**src/rtl/ctrl_pkg.sv**
```systemverilog
// Shared definitions for the instruction deserializer: state encodings,
// the opcode routing bit, default widths and derived byte counts.
package ctrl_pkg;

    localparam int DEF_ADDRW   = 24;
    localparam int DEF_OPCODEW = 2;
    localparam int DEF_TIMEOUT = 255;

    // Opcode bit that selects SHA (1) versus AES (0) routing.
    localparam int OPC_SHA_BIT = 0;

    typedef enum logic [2:0] {
        ST_IDLE = 3'd0,
        ST_KEY  = 3'd1,
        ST_TEXT = 3'd2,
        ST_DEST = 3'd3,
        ST_HOLD = 3'd4
    } state_t;

    // Number of bytes carried by one address of the given width.
    function automatic int addr_bytes(input int addrw);
        return addrw / 8;
    endfunction

    localparam int DEF_NB        = addr_bytes(DEF_ADDRW);
    localparam int DEF_AES_BYTES = 1 + 3 * DEF_NB;
    localparam int DEF_SHA_BYTES = 1 + 2 * DEF_NB;

endpackage

```
**src/rtl/deser_timeout.sv**
```systemverilog
// Idle watchdog for a partially received instruction. Counts cycles without
// an accepted byte while the deserializer is collecting address bytes and
// requests an abort when the limit is reached; the error pulse follows the
// abort edge by one cycle. Only instantiated when DESER_TIMEOUT_EN is defined.
module deser_timeout #(
    parameter int TIMEOUT = 255
) (
    input  logic clk,
    input  logic rst_n,
    input  logic active,
    input  logic byte_taken,
    output logic abort,
    output logic err_timeout
);

    localparam int CW = $clog2(TIMEOUT + 1);

    logic [CW-1:0] idle_cnt;

    // An accepted byte on the limit cycle takes priority over the abort.
    assign abort = active && !byte_taken && (idle_cnt == CW'(TIMEOUT - 1));

    // Idle counter: cleared outside the collecting states, on every byte and on abort.
    always_ff @(posedge clk) begin
        if (!rst_n) begin
            idle_cnt <= '0;
        end else if (!active || byte_taken || abort) begin
            idle_cnt <= '0;
        end else begin
            idle_cnt <= idle_cnt + CW'(1);
        end
    end

    // Single-cycle error pulse registered from the abort decision.
    always_ff @(posedge clk) begin
        if (!rst_n) begin
            err_timeout <= 1'b0;
        end else begin
            err_timeout <= abort;
        end
    end

endmodule

```
**src/rtl/instr_deser.sv**
```systemverilog
// Byte-wide instruction deserializer. Collects an opcode byte followed by
// MSB-first key/text/dest address bytes (key only for AES), then holds the
// complete instruction with valid_out until the opcode-selected queue ready
// accepts it. Optional idle timeout enabled by defining DESER_TIMEOUT_EN.
module instr_deser
    import ctrl_pkg::*;
#(
    parameter int ADDRW   = DEF_ADDRW,
    parameter int OPCODEW = DEF_OPCODEW,
    parameter int TIMEOUT = DEF_TIMEOUT
) (
    input  logic               clk,
    input  logic               rst_n,
    input  logic               in_valid,
    input  logic [7:0]         in_data,
    output logic               in_ready,
    output logic               valid_out,
    input  logic               ready_in_aes,
    input  logic               ready_in_sha,
    output logic [OPCODEW-1:0] opcode,
    output logic [ADDRW-1:0]   key_addr,
    output logic [ADDRW-1:0]   text_addr,
    output logic [ADDRW-1:0]   dest_addr,
    output logic               err_timeout
);

    localparam int NB = addr_bytes(ADDRW);
    localparam int BW = (NB > 1) ? $clog2(NB) : 1;
    localparam logic [BW-1:0] LAST_IDX = BW'(NB - 1);

    if ((ADDRW % 8) != 0 || ADDRW < 8 || OPCODEW < 1 || OPCODEW > 8 || TIMEOUT < 1) begin : g_bad_params
        $error("instr_deser: illegal parameter combination");
    end

    state_t            state;
    state_t            state_next;
    logic [BW-1:0]     bidx;
    logic              accept;
    logic              last_byte;
    logic              sel_ready;
    logic              in_field;
    logic              abort;
    logic [ADDRW-1:0]  byte_ext;

    assign in_ready  = rst_n && (state != ST_HOLD);
    assign valid_out = (state == ST_HOLD);
    assign accept    = in_valid && in_ready;
    assign in_field  = (state == ST_KEY) || (state == ST_TEXT) || (state == ST_DEST);
    assign last_byte = (bidx == LAST_IDX);
    assign sel_ready = opcode[OPC_SHA_BIT] ? ready_in_sha : ready_in_aes;
    assign byte_ext  = ADDRW'(in_data);

`ifdef DESER_TIMEOUT_EN
    deser_timeout #(
        .TIMEOUT (TIMEOUT)
    ) u_timeout (
        .clk         (clk),
        .rst_n       (rst_n),
        .active      (in_field),
        .byte_taken  (accept),
        .abort       (abort),
        .err_timeout (err_timeout)
    );
`else
    assign abort       = 1'b0;
    assign err_timeout = 1'b0;
`endif

    // State register.
    always_ff @(posedge clk) begin
        if (!rst_n) begin
            state <= ST_IDLE;
        end else begin
            state <= state_next;
        end
    end

    // Next-state logic: advance per address field, wait in HOLD for the routed ready.
    always_comb begin
        state_next = state;
        case (state)
            ST_IDLE: if (accept) state_next = in_data[OPC_SHA_BIT] ? ST_TEXT : ST_KEY;
            ST_KEY:  if (accept && last_byte) state_next = ST_TEXT;
            ST_TEXT: if (accept && last_byte) state_next = ST_DEST;
            ST_DEST: if (accept && last_byte) state_next = ST_HOLD;
            ST_HOLD: if (sel_ready) state_next = ST_IDLE;
            default: state_next = ST_IDLE;
        endcase
        if (abort) begin
            state_next = ST_IDLE;
        end
    end

    // Field capture: opcode byte starts a new instruction, address bytes shift in MSB-first.
    always_ff @(posedge clk) begin
        if (!rst_n) begin
            opcode    <= '0;
            key_addr  <= '0;
            text_addr <= '0;
            dest_addr <= '0;
            bidx      <= '0;
        end else if (state == ST_IDLE && accept) begin
            opcode   <= in_data[OPCODEW-1:0];
            key_addr <= '0;
            bidx     <= '0;
        end else if (abort) begin
            bidx <= '0;
        end else if (in_field && accept) begin
            case (state)
                ST_KEY:  key_addr  <= (key_addr  << 8) | byte_ext;
                ST_TEXT: text_addr <= (text_addr << 8) | byte_ext;
                default: dest_addr <= (dest_addr << 8) | byte_ext;
            endcase
            bidx <= last_byte ? '0 : bidx + BW'(1);
        end
    end

endmodule

```
**config.mk**
```make
export PLATFORM = sky130hd
export DESIGN_NAME = instr_deser
export DESIGN_NICKNAME = d
export VERILOG_FILES = /design/src/rtl/ctrl_pkg.sv /design/src/rtl/deser_timeout.sv /design/src/rtl/instr_deser.sv
export SDC_FILE = /design/constraint.sdc
export NUM_CORES = 1
export LEC_CHECK = 0
export CORE_UTILIZATION = 55
export CTS_CLUSTER_DIAMETER = 80
export DETAILED_ROUTE_END_ITERATION = 10
export DONT_BUFFER_PORTS = 1
export GPL_TIMING_DRIVEN = 0
export PLACE_DENSITY_LB_ADDON = 0.2
export SLEW_MARGIN = 20
export SYNTH_ARGS = -nofsm -noshare
export SYNTH_HDL_FRONTEND = slang
export SYNTH_SLANG_ARGS = --single-unit
```
**constraint.sdc**
```tcl
create_clock -name clk -period 1.2 [get_ports clk]
set_input_delay 0.24 -clock clk [delete_from_list [all_inputs] [get_ports clk]]
set_output_delay 0.24 -clock clk [all_outputs]
set_load 0.03 [all_outputs]
```
**Word level (Yosys, flattened, before mapping)**

Cells that the tools add are included.

- Add/subtract/negate cells: 1
- Equality and inequality tests: 11
- Muxes and demuxes: 9
- Bitwise operators: 6
- Reductions and logical operators: 14

Operator list:

| operator | number |
|---|---|
| $or 24x8->24 | 3 |
| $mux 3 | 5 |
| $pmux 3 s5 | 1 |
| $ne 2x1->1 const B | 4 |
| $eq 3x2->1 const B | 2 |
| $reduce_and 3->1 | 2 |
| $logic_and 1x1->1 | 5 |
| $reduce_and 5->1 | 1 |
| $mux 2 | 2 |
| $reduce_or 2->1 | 2 |
| $eq 3x1->1 const B | 1 |
| $eq 3x3->1 const B | 1 |
| $logic_not 3->1 | 1 |
| $ne 3x3->1 const B | 1 |
| $not 1->1 | 3 |
| $add 2x1->2 const B | 1 |
| $eq 2x2->1 const B | 1 |
| $logic_or 1x1->1 | 2 |
| $ne 2x2->1 const B | 1 |
| $reduce_and 2->1 | 1 |
| $mux 1 | 1 |

- Bits in registers: 79
- Input bits: 13
- Output and inout bits: 77
- Logic and storage cells: 47

**Depth between registers and ports, before layout**

Gate-level depths: netlist (run 1).

- Word-level depth: 6
- Gate-level depth with buffers: 5
- Mapped depth without buffers: 3

**Worst setup path before layout (run 1)**

OpenSTA, ideal clock, no wires.

- Path type: reg2out
- Start point: register state[1]
- End point: output in_ready
- Data arrival time: 1.283 ns
- Required time: 0.960 ns
- Setup slack: -0.323 ns
- Cell stages (with the launch flop): 5
- Buffers on the path: 1
- Cells stage by stage: dfxtp_1 buf_6 nor2_2 and2_1 nor2b_1

- Cells in the longest elaborated chain, start to end: 2

RTL lines:

| what | line | text |
|---|---|---|
| from (decl) | instr_deser.sv:35 | `state_t state;` |
| from (signal assigned) | instr_deser.sv:74 | `state <= state_next;` |
| $ne 3x3->1 | instr_deser.sv:45 | `assign in_ready = rst_n && (state != ST_HOLD);` |
| $logic_and 1x1->1 | instr_deser.sv:45 |  |
| to (decl) | instr_deser.sv:16 | `output logic in_ready,` |

No other way between the ends.

**Worst setup path in the final report (run 1)**

- Start point: register state[2]
- End point: register dest_addr[7]

- Cells in the longest elaborated chain, start to end: 6
- Elaborated cells on any way between the ends: 15
- Those cells by class: eq/ne (4); bitwise (2); reduce/logical (9)

RTL lines:

| what | line | text |
|---|---|---|
| $ne 3x3->1 | instr_deser.sv:45 |  |
| $logic_and 1x1->1 | instr_deser.sv:45 |  |
| $logic_and 1x1->1 | instr_deser.sv:47 | `assign accept = in_valid && in_ready;` |
| $logic_and 1x1->1 | instr_deser.sv:102 | `end else if (state == ST_IDLE && accept) begin` |
| $not 1->1 (no source line) | -- |  |
| $reduce_and 3->1 (no source line) (*) | -- |  |
| to (signal assigned) | instr_deser.sv:112 | `default: dest_addr <= (dest_addr << 8) \| byte_ext;` |
| to (decl) | instr_deser.sv:23 | `output logic [ADDRW-1:0] dest_addr,` |

Mark *: on every way between the ends. The rest lies on a longest branch, timed or not.
A chain may end at the register's enable or synchronous reset.

==> impl_metrics.json, run 1 <==
{
  "track_usage": 0.305,
  "core_region_area_mm2": 0.00557,
  "drive_above_1_share": 0.353,
  "maxSlewHeadroom": 0.498,
  "dr.pass1.iters": 4,
  "power_density_mw_per_mm2": 1270,
  "synth_compound_area_frac": 0.180,
  "cts_buffers": 9,
  "yosysSeqAreaShare": 0.491,
  "holdCritPathClass": "primary input to flip-flop",
  "wl_met1_um": 3730,
  "clock-root-buffer": "clkbuf_8",
  "muxShareOfSynthArea": 0.0871,
  "syn-instance-count": 340,
  "top_layer": "met4",
  "violations": "setup timing",
  "cp-end-kind": "flip-flop",
  "grt_max_degree": 15,
  "arrival_ps": 1760,
  "synth_fa_ha_area_frac": 0,
  "vias": 2859,
  "syn_area_per_cell_um2": 9.46,
  "yosys.area_share.simple": 0.149,
  "finClkSkew_ps": 13.6,
  "clk_pin_slew_ps": 90,
  "path_class": "flip-flop to flip-flop",
  "dp_slack_ps": -243,
  "vias_per_cell": 6.26,
  "place_hpwl_um": 5390,
  "p_leak_uw": 0.00153,
  "synth.top_cell.area_share": 0.491,
  "max-vdd-ir-drop_uv": 813,
  "numClockSinks": 79,
  "wl_met3_um": 800,
  "portBuffers": 0,
  "cp.required_ps": 1460,
  "synth-async-reset-ratio": 0,
  "ys_ff_latch": 79,
  "wl_per_cell_um": 21.3,
  "yosysUniqueCellTypes": 31,
  "areaGrowthSynthToFinish_pct": 31.0,
  "cap_violations": 0,
  "tritoncts": "yes",
  "synth-xor-area-share": 0,
  "min_period_ps": 1500,
  "synth_edf_count": 0,
  "route.met2.wl_um": 4930,
  "grt_pass1_wl_um": 14000,
  "wirelength_um": 9740,
  "dieArea_mm2": 0.00616,
  "grt-ovfl-total": 0,
  "drv_slew": 0,
  "die_w_um": 78.5,
  "globalplace.congestion": 0.844,
  "num_rows": 27,
  "die_y_um": 78.5,
  "hold_viol": 0,
  "clockBufferDepth": 2,
  "max_freq_mhz": 667,
  "synth_top_family_by_area": "compound AO/OA/AOI/OAI gates",
  "syn-cell-area_mm2": 0.00322,
  "yosysTopAreaCell": "dfxtp_1",
  "syn-num-nets": 353,
  "finalSetupViolCount": 79,
  "synth_area_leaders": "dfxtp_1 (49%), mux2i_1 (8.7%), o311ai_0 (6.5%)",
  "cts_max_level": 3,
  "insertion_delay_ps": 370,
  "seq_area_mm2": 0.00159,
  "grt_pass1_vias": 2690,
  "start_util": 0.577,
  "io-pin-count": 90,
  "antenna_found_initial": 0,
  "multiInputGateArea_mm2": 0.00157,
  "worst_slew_pin_slew_ps": 753,
  "drc_errors": 0,
  "totalPowerFinal_uw": 5350,
  "yosysWarnings": 0,
  "synthFlopType": "dfxtp_1",
  "final_nets": 393,
  "drt_iter0_markers": 123,
  "start_kind": "flip-flop",
  "antenna_left": 0,
  "n_fill_cell": 373,
  "timing.final.ws_setup_ps": -299,
  "crit_fanout": 8,
  "rsz0062_at_grt": "yes",
  "period_share": 1.25,
  "status": "finished with violations",
  "antenna_cells": 0
}
[flip-flops by register name (all words and copies together), names as in the netlist]
register   cells
key_addr      24
text_addr     24
state          3
opcode         2
bidx           2
dest_addr     24
[cell usage after synthesis (2+ instances only)]
library cell	count
a21oi_1	2
buf_12	2
nand3_1	27
mux2i_1	28
o21ai_0	10
o21ai_2	20
buf_2	6
inv_1	25
a21boi_1	2
nand2_1	51
clkbuf_1	15
and4b_1	2
nor2b_1	5
o311ai_0	24
nand2b_4	2
buf_6	5
buf_4	2
dfxtp_1	79
nand4b_1	2
o21ai_1	20
[worst max-delay path: stages, from the launching register on]
cell and delay (ps):
dfxtp_2 330, buf_4 130, and4b_1 290, buf_6 140, and2_4 250, clkbuf_16 180
o21ai_2 80
[placed cells by master (no fill, tap or decap), types with 3 or more instances in the layout]
| master | n |
|---|---|
| buf_12 | 7 |
| buf_2 | 3 |
| buf_4 | 13 |
| buf_6 | 13 |
| buf_8 | 3 |
| clkbuf_1 | 10 |
| clkbuf_8 | 12 |
| dfxtp_1 | 72 |
| dfxtp_2 | 6 |
| inv_1 | 25 |
| mux2i_1 | 28 |
| nand2_1 | 51 |
| nand3_1 | 26 |
| nor2b_1 | 3 |
| o21ai_1 | 7 |
| o21ai_2 | 42 |
| o311ai_0 | 3 |
| o311ai_1 | 9 |
| o311ai_2 | 10 |
[cell type report]
type	count	share of cell area
clock inverter	6	0.0220
tap	72	0.0214
timing repair buffer	30	0.0902
multi-input combinational	205	0.371
clock buffer	10	0.0327
inverter	25	0.0223
sequential	79	0.378
buffer	30	0.0623
[path summary, 6_finish.rpt]
kind,slack (ps),depth (start not counted),to,start
max,-300,6,dest_addr[7],state[2]
min,20,2,text_addr[0],in_data[0]
max reg2reg,-300,6,dest_addr[7],state[2]
min reg2reg,520,2,bidx[1],bidx[1]
[what timing repair did]
item	CTS	global route
setup endpoints to repair	72	85
cloned	5	2
pin swaps	8	5
resized for setup	81	39
setup buffers	18	8
hold buffers	0	0
[per-stage QoR]
| stage | utilization | TNS, ps | area (um^2) | hold slack [ps] | std cells |
|---|---|---|---|---|---|
| 5_1_grt | 0.756 | -19100 | 4220 | 13.4 | 457 |
| 3_3_place_gp | 0.596 | -6110 | 3320 | 378 | 412 |
| 6_report | 0.756 | -15700 | 4220 | 23.9 | 457 |
| 3_5_place_dp | 0.596 | -8050 | 3320 | 383 | 412 |
| 4_1_cts | 0.723 | -11040 | 4030 | 10.3 | 450 |
| 2_1_floorplan | - | -629 | 3230 | 370 | 340 |
[where the power goes]
group	total (uW)	switching [uW]	internal (uW)
registers	2700	59.4	2640
logic	364	220	144
clock network	2280	1050	1240
[routing by layer]
| layer | track usage | vias up |
|---|---|---|
| met3 | 0.0977 | 26 |
| met4 | 0.128 | 0 |
| met5 | 0 | - |
| met2 | 0.509 | 132 |
| met1 | 0.361 | 1430 |
| li1 | - | 1271 |
[cells by family after synthesis]
logic type	count (synthesis)
AO/OA/AOI/OAI	80
buffers and inverters	56
flip-flops	79
multiplexers	28
other	1
AND/OR/NAND/NOR	96
(Power assumes the default switching activity.)
==> run 2, diff against run 1 <==
--- a/config.mk
+++ b/config.mk
@@ -10,7 +10,7 @@
 export DETAILED_ROUTE_END_ITERATION = 10
 export DONT_BUFFER_PORTS = 1
 export GPL_TIMING_DRIVEN = 0
-export PLACE_DENSITY_LB_ADDON = 0.2
+export PLACE_DENSITY = 0.73
 export SLEW_MARGIN = 20
 export SYNTH_ARGS = -nofsm -noshare
 export SYNTH_HDL_FRONTEND = slang
==> run 2 against run 1 <==
  * The run still ends with setup timing left
  * Power up 5.1%
  * Die area is the same
  * Non-clock buffer count down 4
  * Register-to-register slack better by 70 ps
  * Sequential power about the same
  * Cell area grew 4.9%
  * Hold slack got worse by 1.3 ps
  * Critical path type is now primary input to output port
  * Critical endpoint is now in_ready
  * Largest power group unchanged
==> impl_metrics.json, run 2 (synthesis gave the netlist of run 1 again) <==
{
  "power.share.switching": 0.239,
  "status": "finished with violations",
  "dieArea_mm2": 0.00616,
  "cap_violations": 0,
  "reg_top3": "dest_addr (24), key_addr (24), text_addr (24)",
  "violations": "setup timing",
  "antenna_left": 0,
  "drc_errors": 0,
  "final_nets": 389,
  "antenna_cells": 0,
  "comb_power_share": 0.070,
  "wirelength_um": 9790,
  "start_util": 0.577,
  "numClockSinks": 79,
  "layout_commonest_cell": "dfxtp_1",
  "rrSetupSlack_ps": -230,
  "p_seq_frac": 0.480,
  "grt-ovfl-total": 0,
  "finClkSkew_ps": 11.0,
  "p_leak_uw": 0.00152,
  "regToRegEndpoint": "key_addr[11]",
  "drive_above_1_share": 0.391,
  "holdCritPathClass": "primary input to flip-flop",
  "place_inst": 412,
  "worst_slew_pin_slew_ps": 1200,
  "rsz0062_at_grt": "yes",
  "grt_max_degree": 14,
  "clk_pin_slew_ps": 80,
  "clockBufferDepth": 2,
  "stdcell_count": 453,
  "drt_iter0_markers": 234,
  "max-vdd-ir-drop_uv": 832,
  "power_density_mw_per_mm2": 1270,
  "grt_pass1_wl_um": 12800,
  "reg2regPathDepth": 6,
  "globalplace.congestion": 0.811,
  "maxSlewHeadroom": 0.200,
  "internal_power_uw": 4280,
  "vias_per_cell": 6.20,
  "arrival_ps": 1250,
  "setup.worst_path.start": "rst_n",
  "insertion_delay_ps": 360,
  "cp-end-kind": "output port",
  "crit_end": "in_ready",
  "drv_slew": 0,
  "hold_viol": 0,
  "grt_pass1_vias": 2474,
  "cp.required_ps": 960,
  "place_hpwl_um": 5310,
  "die_w_um": 78.5,
  "power_switching_uw": 1350,
  "cts_buffers": 9,
  "start_kind": "primary input",
  "core_region_area_mm2": 0.00557,
  "holdWs_ps": 22.6,
  "dr.pass1.iters": 4,
  "areaGrowthSynthToFinish_pct": 37.4,
  "num_rows": 27,
  "tritoncts": "yes",
  "clock-root-buffer": "clkbuf_8",
  "io-pin-count": 90,
  "antenna_found_initial": 0,
  "portBuffers": 0,
  "wl_per_cell_um": 21.6,
  "track_usage": 0.274,
  "final_cell_mix": "dfxtp_1 (60), nand2_1 (51), o21ai_2 (33), mux2i_1 (28), nand3_1 (26)",
  "n_fill_cell": 334,
  "min_period_ps": 1490,
  "share_clk_of_total_power": 0.450,
  "crit_fanout": 10,
  "vias": 2809,
  "r2r_start": "state[2]",
  "path_class": "primary input to output port",
  "cts_max_level": 3,
  "max_freq_mhz": 672,
  "die_y_um": 78.5,
  "final_util": 0.793,
  "finalSetupViolCount": 77,
  "period_share": 1.24,
  "timing.final.ws_setup_ps": -289
}
[run 2: timing repair]
item / 4_1_cts / 5_1_grt
gates resized for setup: 57 / 106
pin swaps: 5 / 42
setup buffers: 10 / 9
cloned: 3 / 4
hold buffers: 0 / 1
setup endpoints to repair: 73 / 82
hold endpoints to repair: 0 / 2
[run 2: critical path, cell delays in order]
cell	delay (ps)
buf_2	220
clkbuf_1	440
nor2b_4	350
[run 2: cell type report]
cell class / count / area, um^2 / share of cell area
clock buffers: 11 / 151 / 0.0342
repair buffers: 25 / 298 / 0.0673
flip-flops and latches: 79 / 1610 / 0.364
plain buffers: 31 / 302 / 0.0682
clock inverters: 5 / 104 / 0.0235
well taps: 72 / 90.1 / 0.0204
inverters: 25 / 93.8 / 0.0212
multi-input cells: 205 / 1780 / 0.402
[run 2: per-stage QoR]
step | power [uW] | instance area [um^2] | TNS (ps) | setup slack [ps]
2_1_floorplan | 2930 | 3230 | -629 | -62.7
3_3_place_gp | 2980 | 3320 | -6200 | -247
3_5_place_dp | 2990 | 3320 | -7470 | -265
4_1_cts | 5490 | 3850 | -8900 | -275
5_1_grt | 5750 | 4420 | -15620 | -333
6_report | 5620 | 4420 | -12480 | -289
[run 2: per-layer routing]
| metal | GRT usage | up-vias | share of wire |
|---|---|---|---|
| met1 | 0.346 | 1406 | 0.38 |
| li1 | - | 1250 | - |
| met3 | 0.0930 | 32 | 0.073 |
| met2 | 0.434 | 121 | 0.52 |
| met5 | 0 | - | 0 |
| met4 | 0.0963 | 0 | 0.027 |
[run 2: power groups by stage]
stage | Sequential [uW] | Clock [uW] | Combinational [uW]
2_1_floorplan | 2750 | 0 | 174
3_3_place_gp | 2760 | 0 | 223
3_5_place_dp | 2760 | 0 | 226
4_1_cts | 2700 | 2500 | 292
5_1_grt | 2700 | 2630 | 411
6_report | 2700 | 2530 | 393
[run 2: how the worst min path moves through the flow]
stage / start / to / slack [ps] / cells past startpoint
finish: in_data[4] / dest_addr[4] / 20 / 2
global route: in_data[0] / text_addr[0] / 20 / 2
CTS: in_data[0] / dest_addr[0] / 6 / 2
detailed placement: in_data[2] / dest_addr[2] / 380 / 2
global placement: in_data[1] / dest_addr[1] / 380 / 2
floorplan: in_data[0] / dest_addr[0] / 370 / 2
